--- config.mk ---
export PLATFORM = sky130hd
export DESIGN_NAME = pipe_ctrl
export DESIGN_NICKNAME = d
export VERILOG_FILES = /design/src/rtl/mips_cpu_pkg.sv /design/src/rtl/pipe_ctrl_div_sequencer.sv /design/src/rtl/pipe_ctrl.sv
export SDC_FILE = /design/constraint.sdc
export NUM_CORES = 1
export LEC_CHECK = 0
export CAP_MARGIN = 20
export CORE_MARGIN = 10
export CORE_UTILIZATION = 42
export CTS_BUF_LIST = sky130_fd_sc_hd__clkbuf_4
export CTS_CLUSTER_SIZE = 30
export DETAILED_ROUTE_END_ITERATION = 12
export HOLD_SLACK_MARGIN = 0.05
export PLACE_DENSITY = 0.82
export SLEW_MARGIN = 25
export SYNTH_ARGS = -nofsm -noshare
export SYNTH_HDL_FRONTEND = slang
export SYNTH_SLANG_ARGS = --single-unit
--- constraint.sdc ---
create_clock -name cpu_clk_50M -period 2.2 [get_ports cpu_clk_50M]
set_input_delay 0.44 -clock cpu_clk_50M [delete_from_list [all_inputs] [get_ports cpu_clk_50M]]
set_output_delay 0.44 -clock cpu_clk_50M [all_outputs]
set_load 0.02 [all_outputs]
--- src/rtl/mips_cpu_pkg.sv ---
// Shared types for the MIPS CPU pipeline: operand-forward selects, divide
// sequencer states, ALU classification and pipeline stage indices.
package mips_cpu_pkg;

    localparam int unsigned DIVCNT_W = 8;

    localparam int unsigned STG_PC     = 0;
    localparam int unsigned STG_IF_ID  = 1;
    localparam int unsigned STG_ID_EXE = 2;
    localparam int unsigned STG_EXE_MEM = 3;
    localparam int unsigned STG_MEM_WB = 4;

    typedef enum logic [1:0] {
        FWD_RF  = 2'd0,
        FWD_EXE = 2'd1,
        FWD_MEM = 2'd2,
        FWD_WB  = 2'd3
    } fwd_sel_enum;

    typedef enum logic [1:0] {
        DIV_IDLE = 2'd0,
        DIV_RUN  = 2'd1,
        DIV_DONE = 2'd2
    } div_state_enum;

    typedef enum logic [2:0] {
        ALU_ARITH  = 3'd0,
        ALU_LOGIC  = 3'd1,
        ALU_SHIFT  = 3'd2,
        ALU_MOVE   = 3'd3,
        ALU_MULDIV = 3'd4,
        ALU_JUMP   = 3'd5
    } alutype_enum;

    typedef enum logic [3:0] {
        ALUOP_ADD  = 4'd0,
        ALUOP_SUB  = 4'd1,
        ALUOP_AND  = 4'd2,
        ALUOP_OR   = 4'd3,
        ALUOP_XOR  = 4'd4,
        ALUOP_NOR  = 4'd5,
        ALUOP_SLT  = 4'd6,
        ALUOP_SLL  = 4'd7,
        ALUOP_SRL  = 4'd8,
        ALUOP_SRA  = 4'd9,
        ALUOP_MULT = 4'd10,
        ALUOP_DIV  = 4'd11,
        ALUOP_LUI  = 4'd12
    } aluop_enum;

endpackage

--- src/rtl/pipe_ctrl_div_sequencer.sv ---
// Multi-cycle divide sequencer: IDLE -> RUN for DIV_CYCLES cycles -> one-cycle DONE.
module div_sequencer
    import mips_cpu_pkg::*;
#(
    parameter int unsigned DIV_CYCLES = 32
) (
    input  logic                clk,
    input  logic                rst_n,
    input  logic                div_start,
    output logic                div_busy,
    output logic                div_done,
    output logic [DIVCNT_W-1:0] divcnt
);

    div_state_enum       state_q, state_d;
    logic [DIVCNT_W-1:0] divcnt_q, divcnt_d;

    always_ff @(posedge clk or negedge rst_n) begin
        if (!rst_n) begin
            state_q  <= DIV_IDLE;
            divcnt_q <= '0;
        end else begin
            state_q  <= state_d;
            divcnt_q <= divcnt_d;
        end
    end

    always_comb begin
        state_d  = state_q;
        divcnt_d = divcnt_q;
        unique case (state_q)
            DIV_IDLE: begin
                if (div_start) begin
                    state_d  = DIV_RUN;
                    divcnt_d = DIVCNT_W'(DIV_CYCLES - 1);
                end
            end
            DIV_RUN: begin
                if (divcnt_q == '0) begin
                    state_d = DIV_DONE;
                end else begin
                    divcnt_d = divcnt_q - 1'b1;
                end
            end
            DIV_DONE: state_d = DIV_IDLE;
            default:  state_d = DIV_IDLE;
        endcase
    end

    // Busy is asserted in the start cycle itself so the pipeline freezes immediately.
    always_comb begin
        div_busy = (state_q == DIV_RUN) || ((state_q == DIV_IDLE) && div_start);
        div_done = (state_q == DIV_DONE);
    end

    assign divcnt = divcnt_q;

endmodule

--- src/rtl/pipe_ctrl.sv ---
// Pipeline hazard control: divide freeze, load-use interlock, branch flush
// and operand forwarding selects for the two ID-stage sources.
module pipe_ctrl
    import mips_cpu_pkg::*;
#(
    parameter int unsigned NSTAGE     = 5,
    parameter int unsigned RFAW       = 5,
    parameter int unsigned DIV_CYCLES = 32,
    parameter int unsigned DELAY_SLOT = 1
) (
    input  logic              cpu_clk_50M,
    input  logic              cpu_rst_n,
    input  logic              rfre1,
    input  logic              rfre2,
    input  logic [RFAW-1:0]   rfra1,
    input  logic [RFAW-1:0]   rfra2,
    input  logic              exe_rfwe,
    input  logic              exe_dm2rf,
    input  logic [RFAW-1:0]   exe_rfwa,
    input  logic              mem_rfwe,
    input  logic [RFAW-1:0]   mem_rfwa,
    input  logic              wb_rfwe,
    input  logic [RFAW-1:0]   wb_rfwa,
    input  logic              div_start,
    input  logic              branch_taken,
    output logic [NSTAGE-1:0] stall,
    output logic [NSTAGE-1:0] flush,
    output fwd_sel_enum       fwd_sel1,
    output fwd_sel_enum       fwd_sel2,
    output logic              div_busy,
    output logic              div_done
);

    logic [DIVCNT_W-1:0] divcnt_w;
    logic                load_use;

    div_sequencer #(
        .DIV_CYCLES (DIV_CYCLES)
    ) u_div_seq (
        .clk       (cpu_clk_50M),
        .rst_n     (cpu_rst_n),
        .div_start (div_start),
        .div_busy  (div_busy),
        .div_done  (div_done),
        .divcnt    (divcnt_w)
    );

    a_divcnt_range: assert property (@(posedge cpu_clk_50M) disable iff (!cpu_rst_n)
        divcnt_w < DIVCNT_W'(DIV_CYCLES));

    always_comb begin
        load_use = exe_rfwe && exe_dm2rf && (exe_rfwa != '0) &&
                   ((rfre1 && (rfra1 == exe_rfwa)) || (rfre2 && (rfra2 == exe_rfwa)));
    end

    // Priority: divide freeze masks the load-use interlock, which masks the branch flush.
    always_comb begin
        stall = '0;
        flush = '0;
        if (div_busy) begin
            stall[STG_EXE_MEM:STG_PC] = '1;
            flush[STG_MEM_WB]         = 1'b1;
        end else if (load_use) begin
            stall[STG_IF_ID:STG_PC] = '1;
            flush[STG_ID_EXE]       = 1'b1;
        end else if (branch_taken && (DELAY_SLOT == 0)) begin
            flush[STG_IF_ID] = 1'b1;
        end
    end

    function automatic fwd_sel_enum fwd_pick(
        input logic            re,
        input logic [RFAW-1:0] ra,
        input logic            x_we,
        input logic            x_ld,
        input logic [RFAW-1:0] x_wa,
        input logic            m_we,
        input logic [RFAW-1:0] m_wa,
        input logic            w_we,
        input logic [RFAW-1:0] w_wa
    );
        fwd_pick = FWD_RF;
        if (re && (ra != '0)) begin
            if (x_we && !x_ld && (x_wa == ra)) begin
                fwd_pick = FWD_EXE;
            end else if (m_we && (m_wa == ra)) begin
                fwd_pick = FWD_MEM;
            end else if (w_we && (w_wa == ra)) begin
                fwd_pick = FWD_WB;
            end
        end
    endfunction

    always_comb begin
        fwd_sel1 = fwd_pick(rfre1, rfra1, exe_rfwe, exe_dm2rf, exe_rfwa,
                            mem_rfwe, mem_rfwa, wb_rfwe, wb_rfwa);
        fwd_sel2 = fwd_pick(rfre2, rfra2, exe_rfwe, exe_dm2rf, exe_rfwa,
                            mem_rfwe, mem_rfwa, wb_rfwe, wb_rfwa);
    end

endmodule

==> out/summary.log, run 1 <==
INFO  logic_synthesis ys_seq_elements=10
INFO  layout         final_area=0.00164mm^2
INFO  clock_network  ctsRootBufferMaster=clkbuf_4
INFO  power          finalPower=0.987mW
INFO  layout         relative_area_change_from_synthesis_to_final_layout=54.9%
INFO  timing         clock-skew-final=0.00838ns
INFO  clock_network  cts_htree_levels=1
INFO  floorplanning  die_x=70.2um
INFO  floorplanning  dieArea=0.00492mm^2
INFO  logic_synthesis synth_cell_type_count=32
INFO  critical_path  worstPathBufferInverterCount=2
INFO  critical_path  worst_path_dominant_cell_family=simple AND/OR/NAND/NOR gates
INFO  logic_synthesis post_synth.cell_area_avg=8.07um^2
INFO  timing         totalNegativeSetupSlack=0ns
INFO  critical_path  crit_path_end_kind=primary output
INFO  layout         nNetsFinal=229
INFO  logic_synthesis synth.top_cells.by_area=dfrtp_1, xnor2_1, xor2_1
INFO  placement      detailedPlace.worstSlack=-0.877ns
INFO  timing         min_period=2.17ns
INFO  critical_path  timing.critical_path.slowest_cell_delay=0.54ns
INFO  placement      placed_cell_area=0.00158mm^2
INFO  timing         postLayoutSetupSlackWorst=0.0328ns
INFO  routing        dr_total_vias=1206
INFO  run            drv_cap=0
INFO  power          power.share.switching=42.0%
INFO  power          power.clock.fraction=13.2%
INFO  logic_synthesis synth_top_area_share=23.7%
INFO  global_route   grt-ovfl-total=0
INFO  global_route   track_usage=13.9%
INFO  power          intPower=0.572mW
INFO  logic_synthesis synth_top_cell_by_area=dfrtp_1
INFO  hold_path      hold_path.class=in2async
INFO  layout         core_occupancy_in_the_finished_layout=67.3%
INFO  critical_path  worst_path_class_setup=in2out
INFO  power          static-leakage-power=0.742nW
INFO  power          p_comb_share=51.1%
INFO  timing         setup_viol=0
INFO  power          power.sequential.fraction=35.7%
INFO  routing        drt_drc_violations_left=0
INFO  clock_network  tritoncts=yes
INFO  placement      routability_congestion_estimate=0.879
INFO  critical_path  critical_path.startpoint_type=input port
INFO  floorplanning  die_span_in_y=70.2um
INFO  clock_network  cts.sink_count=10
INFO  timing         slew_viol_final=0
INFO  critical_path  timing.critical_path.fanout_max=2
INFO  logic_synthesis post_synth_inst_count=131
INFO  global_route   first_pass_grt_wire_length=5.75mm
INFO  critical_path  worst_path_cell_trace=buf_2, xnor2_2, nand3_2, or4b_4, nor3b_2, buf_4
INFO  global_route   grt_pass1_vias=1308
INFO  layout         layout.filler_cells=201
INFO  routing        firstDrtPassIters=5
INFO  critical_path  slowest_stage=or4b_4
INFO  timing         final_period_util=98.5%
INFO  floorplanning  floorplan.core_area=0.00243mm^2
INFO  routing        drt-vias-per-instance=5.46
INFO  timing         report.final.hold_viol_count=0
INFO  clock_network  cts-hold-fix-buffers=0
INFO  global_route   grt_antenna_before_repair=0
INFO  run_status     result_of_the_run=complete, no violations
INFO  routing        first_iter_violations=60
INFO  clock_network  clk-insertion-delay-late=0.27ns
INFO  critical_path  cp.required=1.76ns
INFO  floorplanning  floorplan.rows=18
INFO  clock_network  cts_buffer_depth=2
INFO  floorplanning  num_io_pins=51
INFO  layout         share_of_layout_cells_above_drive_strength_1=39.3%
INFO  timing         max_freq=461MHz
INFO  placement      dp_hpwl=2.97mm
INFO  power          vdd.ir_drop.worst=490uV
INFO  clock_network  clkTransAtPathRegs=0.07ns
INFO  layout         antennaDiodeCount=0
INFO  power          netSwitchingPower=0.415mW
INFO  floorplanning  initial_cell_density_of_the_core=43.5%
INFO  routing        drt-wirelength-per-cell=16.8um
INFO  placement      port-buffer-count=45
INFO  global_route   pin_count_of_the_biggest_net_entering_global_routing=11
INFO  logic_synthesis ys_seq_area_share=23.7%
INFO  clock_network  cts_made_buffers=3
INFO  power          power_density=603mW/mm^2
INFO  routing        wl_final=3.71mm
INFO  logic_synthesis ys_warn_count=0
INFO  routing        antenna_violating_nets_post_route=0
INFO  critical_path  worstPathArrival=1.73ns
INFO  logic_synthesis synth.cell_area=0.00106mm^2
registers in the layout, indices dropped and copies added (netlist names):
signal	flops
u_div_seq.divcnt	8
u_div_seq.state_q	2
layout by cell type, fill, tap and decap left out, types with 2 or more instances in the layout:
cell	synthesis	final
nand3_1	6	5
and3_1	3	3
nor2_1	12	12
clkbuf_2	0	9
a31oi_1	3	3
buf_6	0	2
o21ai_0	4	2
nor3_1	5	4
clkbuf_4	0	3
nand2_1	11	10
inv_1	5	5
xnor2_1	17	10
or4_1	3	2
or4b_4	1	2
nor2b_1	2	2
buf_4	8	21
buf_2	0	14
dlygate4sd2_1	0	2
a21oi_1	4	3
conb_1	1	4
clkdlybuf4s50_1	0	8
nor4b_2	1	2
clkdlybuf4s15_2	0	2
nor3_2	1	2
xnor2_2	0	7
nor4_2	0	3
nor4_1	5	2
dfrtp_1	10	10
xor2_1	16	16
clkdlybuf4s15_1	0	2
ha_1	2	2
worst reg2reg max path: stages (launching register included):
cell,delay [ns]
dfrtp_1,0.39
inv_1,0.08
ha_1,0.22
nor4b_2,0.19
and2_2,0.21
or4_1,0.48
nand3_1,0.10
routing by layer:
layer	vias up	global-route usage (%)	wire length, um
met5	-	0	0
met4	0	6.58	105
met3	14	5.08	278
met2	63	25.3	1910
met1	563	13.5	1410
li1	566	-	-
power groups by stage:
stage | combinational [mW] | clock [mW] | sequential (mW)
after floorplan | 0.323 | 0 | 0.332
after global placement | 0.465 | 0 | 0.344
after detailed placement | 0.493 | 0 | 0.355
after CTS | 0.494 | 0.134 | 0.352
after global routing | 0.559 | 0.147 | 0.365
final | 0.504 | 0.130 | 0.353
logic make-up after synthesis:
kind of cell             after synthesis  synth area share [%]
multiplexers                           1                 0.947
other                                  1                 0.355
AND/OR/NAND/NOR                       57                  30.1
flip-flops                            10                  23.7
adder cells (fa/ha/maj)                2                  2.37
buffers and inverters                 13                  7.46
XOR/XNOR                              33                  27.3
AO/OA/AOI/OAI                         14                  7.81
stage by stage:
stage	hold slack (ns)	instances
floorplan	0.144	134
global placement	0.501	212
detailed placement	0.523	212
CTS	0.485	219
global route	0.504	221
finish	0.483	221
worst paths after layout:
kind,from,slack (ns),to,cells past startpoint
min in group cpu_clk_50M,u_div_seq.divcnt[0],0.53,u_div_seq.divcnt[0],1
min,cpu_rst_n,0.48,u_div_seq.divcnt[3],1
max,exe_rfwa[1],0.03,fwd_sel1[1],6
max in group asynchronous,cpu_rst_n,1.39,u_div_seq.divcnt[0],1
max reg2reg,u_div_seq.divcnt[0],0.47,u_div_seq.divcnt[3],6
min reg2reg,u_div_seq.divcnt[0],0.53,u_div_seq.divcnt[0],1
synthesized netlist by cell type:
library cell,n
o21ai_0,4
inv_1,5
and3_1,3
nand2_1,11
nor4b_1,1
a31oi_1,3
nor4b_2,1
conb_1,1
a21oi_1,4
or3_1,1
xor2_1,16
or4_1,3
nand3_1,6
buf_4,8
nor2_1,12
or2_2,1
nor4_1,5
o31ai_1,1
dfrtp_1,10
and2_1,1
or4b_4,1
and2_2,1
xnor2_1,17
a22oi_1,1
or4b_1,1
nor3_1,5
nor2b_1,2
mux2i_1,1
nor3b_1,1
ha_1,2
o2111ai_1,1
nor3_2,1
layout make-up:
cell class | instances | area (um^2) | share of cell area [%]
Inverter | 5 | 18.8 | 1.15
Sequential cell | 10 | 250 | 15.3
Tap cell | 30 | 37.5 | 2.29
Clock buffer | 3 | 22.5 | 1.38
Timing Repair Buffer | 61 | 448 | 27.3
Multi-Input combinational cell | 111 | 857 | 52.3
Clock inverter | 1 | 3.75 | 0.229
timing repair:
action / 4_1_cts / 5_1_grt
endpoints found under the setup margin: 11 / 8
gates resized for setup: 122 / 38
pin swaps: 23 / 17
setup buffers: 3 / 2
Note: power is estimated with default switching activity, not from simulation.
==> inputs of run 2 (changes only) <==
--- a/config.mk
+++ b/config.mk
@@ -11,6 +11,7 @@
 export CTS_BUF_LIST = sky130_fd_sc_hd__clkbuf_4
 export CTS_CLUSTER_SIZE = 30
 export DETAILED_ROUTE_END_ITERATION = 12
+export GPL_TIMING_DRIVEN = 0
 export HOLD_SLACK_MARGIN = 0.05
 export PLACE_DENSITY = 0.82
 export SLEW_MARGIN = 25
==> run 2 against run 1 <==
- the flow now finishes with violations (negative setup slack)
- flip-flop and latch count unchanged
- clock-buffer cell count did not move
- clock power increased by 6%
- largest power group unchanged
- highest routed layer unchanged
==> out/summary.log, run 2 (same netlist as run 1, synthesis figures left out) <==
INFO  clock_network  cts_htree_levels=1 [unchanged]
INFO  routing        first_iter_violations=68 [was 60]
INFO  timing         min_period=2.20ns [was 2.17 ns]
INFO  timing         clock-skew-final=0.000723ns [was 0.00838 ns]
INFO  clock_network  cts.sink_count=10 [unchanged]
INFO  routing        drt-wirelength-per-cell=16.8um [about the same]
INFO  global_route   first_pass_grt_wire_length=5.75mm [about the same]
INFO  critical_path  timing.critical_path.slowest_cell_delay=0.53ns [was 0.54 ns]
INFO  critical_path  crit_path_end_kind=primary output [unchanged]
INFO  power          power.share.switching=42.9% [was 42.0%]
INFO  power          intPower=0.570mW [was 0.572 mW]
INFO  floorplanning  die_x=70.2um [unchanged]
INFO  timing         report.final.hold_viol_count=0 [unchanged]
INFO  critical_path  critical_path.startpoint_type=input port [unchanged]
INFO  global_route   grt_antenna_before_repair=0 [unchanged]
INFO  clock_network  cts_made_buffers=3 [unchanged]
INFO  routing        antenna_violating_nets_post_route=0 [unchanged]
INFO  critical_path  cp.required=1.76ns [about the same]
INFO  power          p_comb_share=50.9% [was 51.1%]
INFO  routing        drt_drc_violations_left=0 [unchanged]
INFO  global_route   pin_count_of_the_biggest_net_entering_global_routing=11 [unchanged]
INFO  layout         share_of_layout_cells_above_drive_strength_1=41.4% [was 39.3%]
INFO  run_status     violations=negative setup slack
INFO  timing         postLayoutSetupSlackWorst=-0.00412ns [was 0.0328 ns]
INFO  critical_path  worst_path_class_setup=in2out [unchanged]
INFO  placement      port-buffer-count=45 [unchanged]
INFO  layout         instances_no_fill=216 [was 221]
INFO  power          power.clock.fraction=13.9% [was 13.2%]
INFO  global_route   grt-ovfl-total=0 [unchanged]
INFO  layout         leading_cell_types_in_the_layout_fill_and_taps_excluded=buf_2, buf_4, xor2_1, nor2_1 [was buf_4, xor2_1, buf_2, nor2_1]
INFO  critical_path  reg2regPathDepth=7 [was 6]
INFO  floorplanning  initial_cell_density_of_the_core=43.5% [unchanged]
INFO  run_status     result_of_the_run=complete, but fails checks [was complete, no violations]
INFO  routing        dr_total_vias=1152 [was 1206]
INFO  clock_network  clkTransAtPathRegs=0.07ns [about the same]
INFO  clock_network  ctsRootBufferMaster=clkbuf_4 [unchanged]
INFO  power          power.sequential.fraction=35.2% [was 35.7%]
INFO  timing         max_freq=454MHz [was 461 MHz]
INFO  timing         setup_viol=1 [was 0]
INFO  timing         rsz0062_at_grt=true
INFO  floorplanning  num_io_pins=51 [unchanged]
INFO  run            drv_cap=0 [unchanged]
INFO  layout         final_common_cell=buf_2 [was buf_4]
INFO  layout         antennaDiodeCount=0 [unchanged]
INFO  clock_network  tritoncts=yes [unchanged]
INFO  power          power_density=606mW/mm^2 [was 603 mW/mm^2]
INFO  floorplanning  floorplan.core_area=0.00243mm^2 [unchanged]
INFO  critical_path  terminus_of_the_critical_flop_to_flop_path=u_div_seq.divcnt[4] [was u_div_seq.divcnt[3]]
INFO  placement      placedCellCount=209 [was 212]
INFO  critical_path  reg2reg_setup_slack=0.46ns [was 0.47 ns]
INFO  floorplanning  floorplan.rows=18 [unchanged]
INFO  placement      dp_hpwl=2.73mm [was 2.97 mm]
INFO  routing        drt-vias-per-instance=5.33 [was 5.46]
INFO  layout         largest_register_ffs=8 [unchanged]
INFO  layout         relative_area_change_from_synthesis_to_final_layout=55.6% [was 54.9%]
INFO  clock_network  cts_buffer_depth=2 [unchanged]
INFO  timing         slew_viol_final=0 [unchanged]
INFO  layout         nNetsFinal=224 [was 229]
INFO  power          vdd.ir_drop.worst=567uV [was 490 uV]
INFO  routing        wl_final=3.63mm [was 3.71 mm]
INFO  critical_path  regToRegStartpoint=u_div_seq.divcnt[0] [unchanged]
INFO  floorplanning  die_span_in_y=70.2um [unchanged]
INFO  critical_path  worst_path_cell_trace=buf_4, or4_1, o21ai_1, nor3b_4, buf_6 [was buf_2, xnor2_2, nand3_2, or4b_4, nor3b_2, buf_4]
INFO  timing         final_period_util=100% [was 98.5%]
INFO  global_route   track_usage=13.6% [was 13.9%]
INFO  critical_path  worstPathArrival=1.76ns [was 1.73 ns]
INFO  global_route   grt_pass1_vias=1331 [was 1308]
INFO  critical_path  slowest_stage=or4_1 [was or4b_4]
INFO  routing        firstDrtPassIters=6 [was 5]
INFO  power          netSwitchingPower=0.428mW [was 0.415 mW]
INFO  critical_path  worstPathBufferInverterCount=2 [unchanged]
INFO  placement      routability_congestion_estimate=0.807 [was 0.879]
INFO  critical_path  timing.critical_path.fanout_max=4 [was 2]
INFO  clock_network  clk-insertion-delay-late=0.27ns [about the same]
INFO  critical_path  worst_path_dominant_cell_family=simple AND/OR/NAND/NOR gates [unchanged]
INFO  layout         layout.filler_cells=210 [was 201]
INFO  power          static-leakage-power=0.724nW [was 0.742 nW]
INFO  floorplanning  dieArea=0.00492mm^2 [unchanged]
INFO  placement      detailedPlace.worstSlack=-0.865ns [was -0.877 ns]
INFO  hold_path      hold_path.class=in2async [unchanged]
==> run 2: repair_timing <==
| item | 4_1_cts | 5_1_grt |
|---|---|---|
| gates cloned | 0 | 0 |
| setup endpoints to repair | 11 | 8 |
| hold buffers | 0 | 0 |
| buffers inserted | 2 | 1 |
| pin swaps | 20 | 22 |
| resized for setup | 130 | 45 |
==> run 2: per-layer routing <==
layer	track usage (%)	vias up	routed length, um
met4	3.51	0	30
li1	-	557	-
met2	24.7	53	1850
met1	12.7	536	1370
met3	7.91	6	375
met5	0	-	0
==> run 2: power groups by stage <==
stage	clock network, mW	logic [mW]	registers, mW
final	0.138	0.508	0.352
after global routing	0.155	0.572	0.367
after CTS	0.139	0.481	0.350
after detailed placement	0	0.489	0.351
after global placement	0	0.460	0.344
after floorplan	0	0.323	0.332
==> run 2: worst max path at each step <==
stage	startpoint	cells past startpoint	endpoint	slack (ns)
2_1_floorplan	rfra1[1]	5	fwd_sel1[1]	0.17
3_3_place_gp	rfra1[0]	6	fwd_sel1[1]	-0.89
3_5_place_dp	rfra1[1]	6	fwd_sel1[0]	-0.87
4_1_cts	exe_rfwa[2]	6	fwd_sel1[1]	0.0006
5_1_grt	rfra2[1]	7	fwd_sel2[1]	-0.06
6_report	rfra1[1]	5	fwd_sel1[1]	-0.004
==> run 2: layout make-up <==
type                       instances  area [um^2]  share of cell area [%]
sequential                        10          250                    15.2
buffer                             8         60.1                    3.65
timing repair buffer              48          337                    20.5
multi-input combinational        111          916                    55.7
clock inverter                     1         3.75                   0.228
inverter                           5         18.8                    1.14
tap                               30         37.5                    2.28
clock buffer                       3         22.5                    1.37
==> run 2: metrics by stage <==
stage | setup TNS (ns) | util, % | power [mW] | hold WS [ns] | area [um^2]
2_1_floorplan | 0 | - | 0.655 | 0.144 | 1070
3_3_place_gp | -6.62 | 64.0 | 0.804 | 0.497 | 1560
3_5_place_dp | -6.78 | 64.0 | 0.841 | 0.502 | 1560
4_1_cts | 0 | 64.1 | 0.970 | 0.502 | 1560
5_1_grt | -0.0995 | 67.6 | 1.09 | 0.513 | 1650
6_report | -0.00412 | 67.6 | 0.998 | 0.477 | 1650
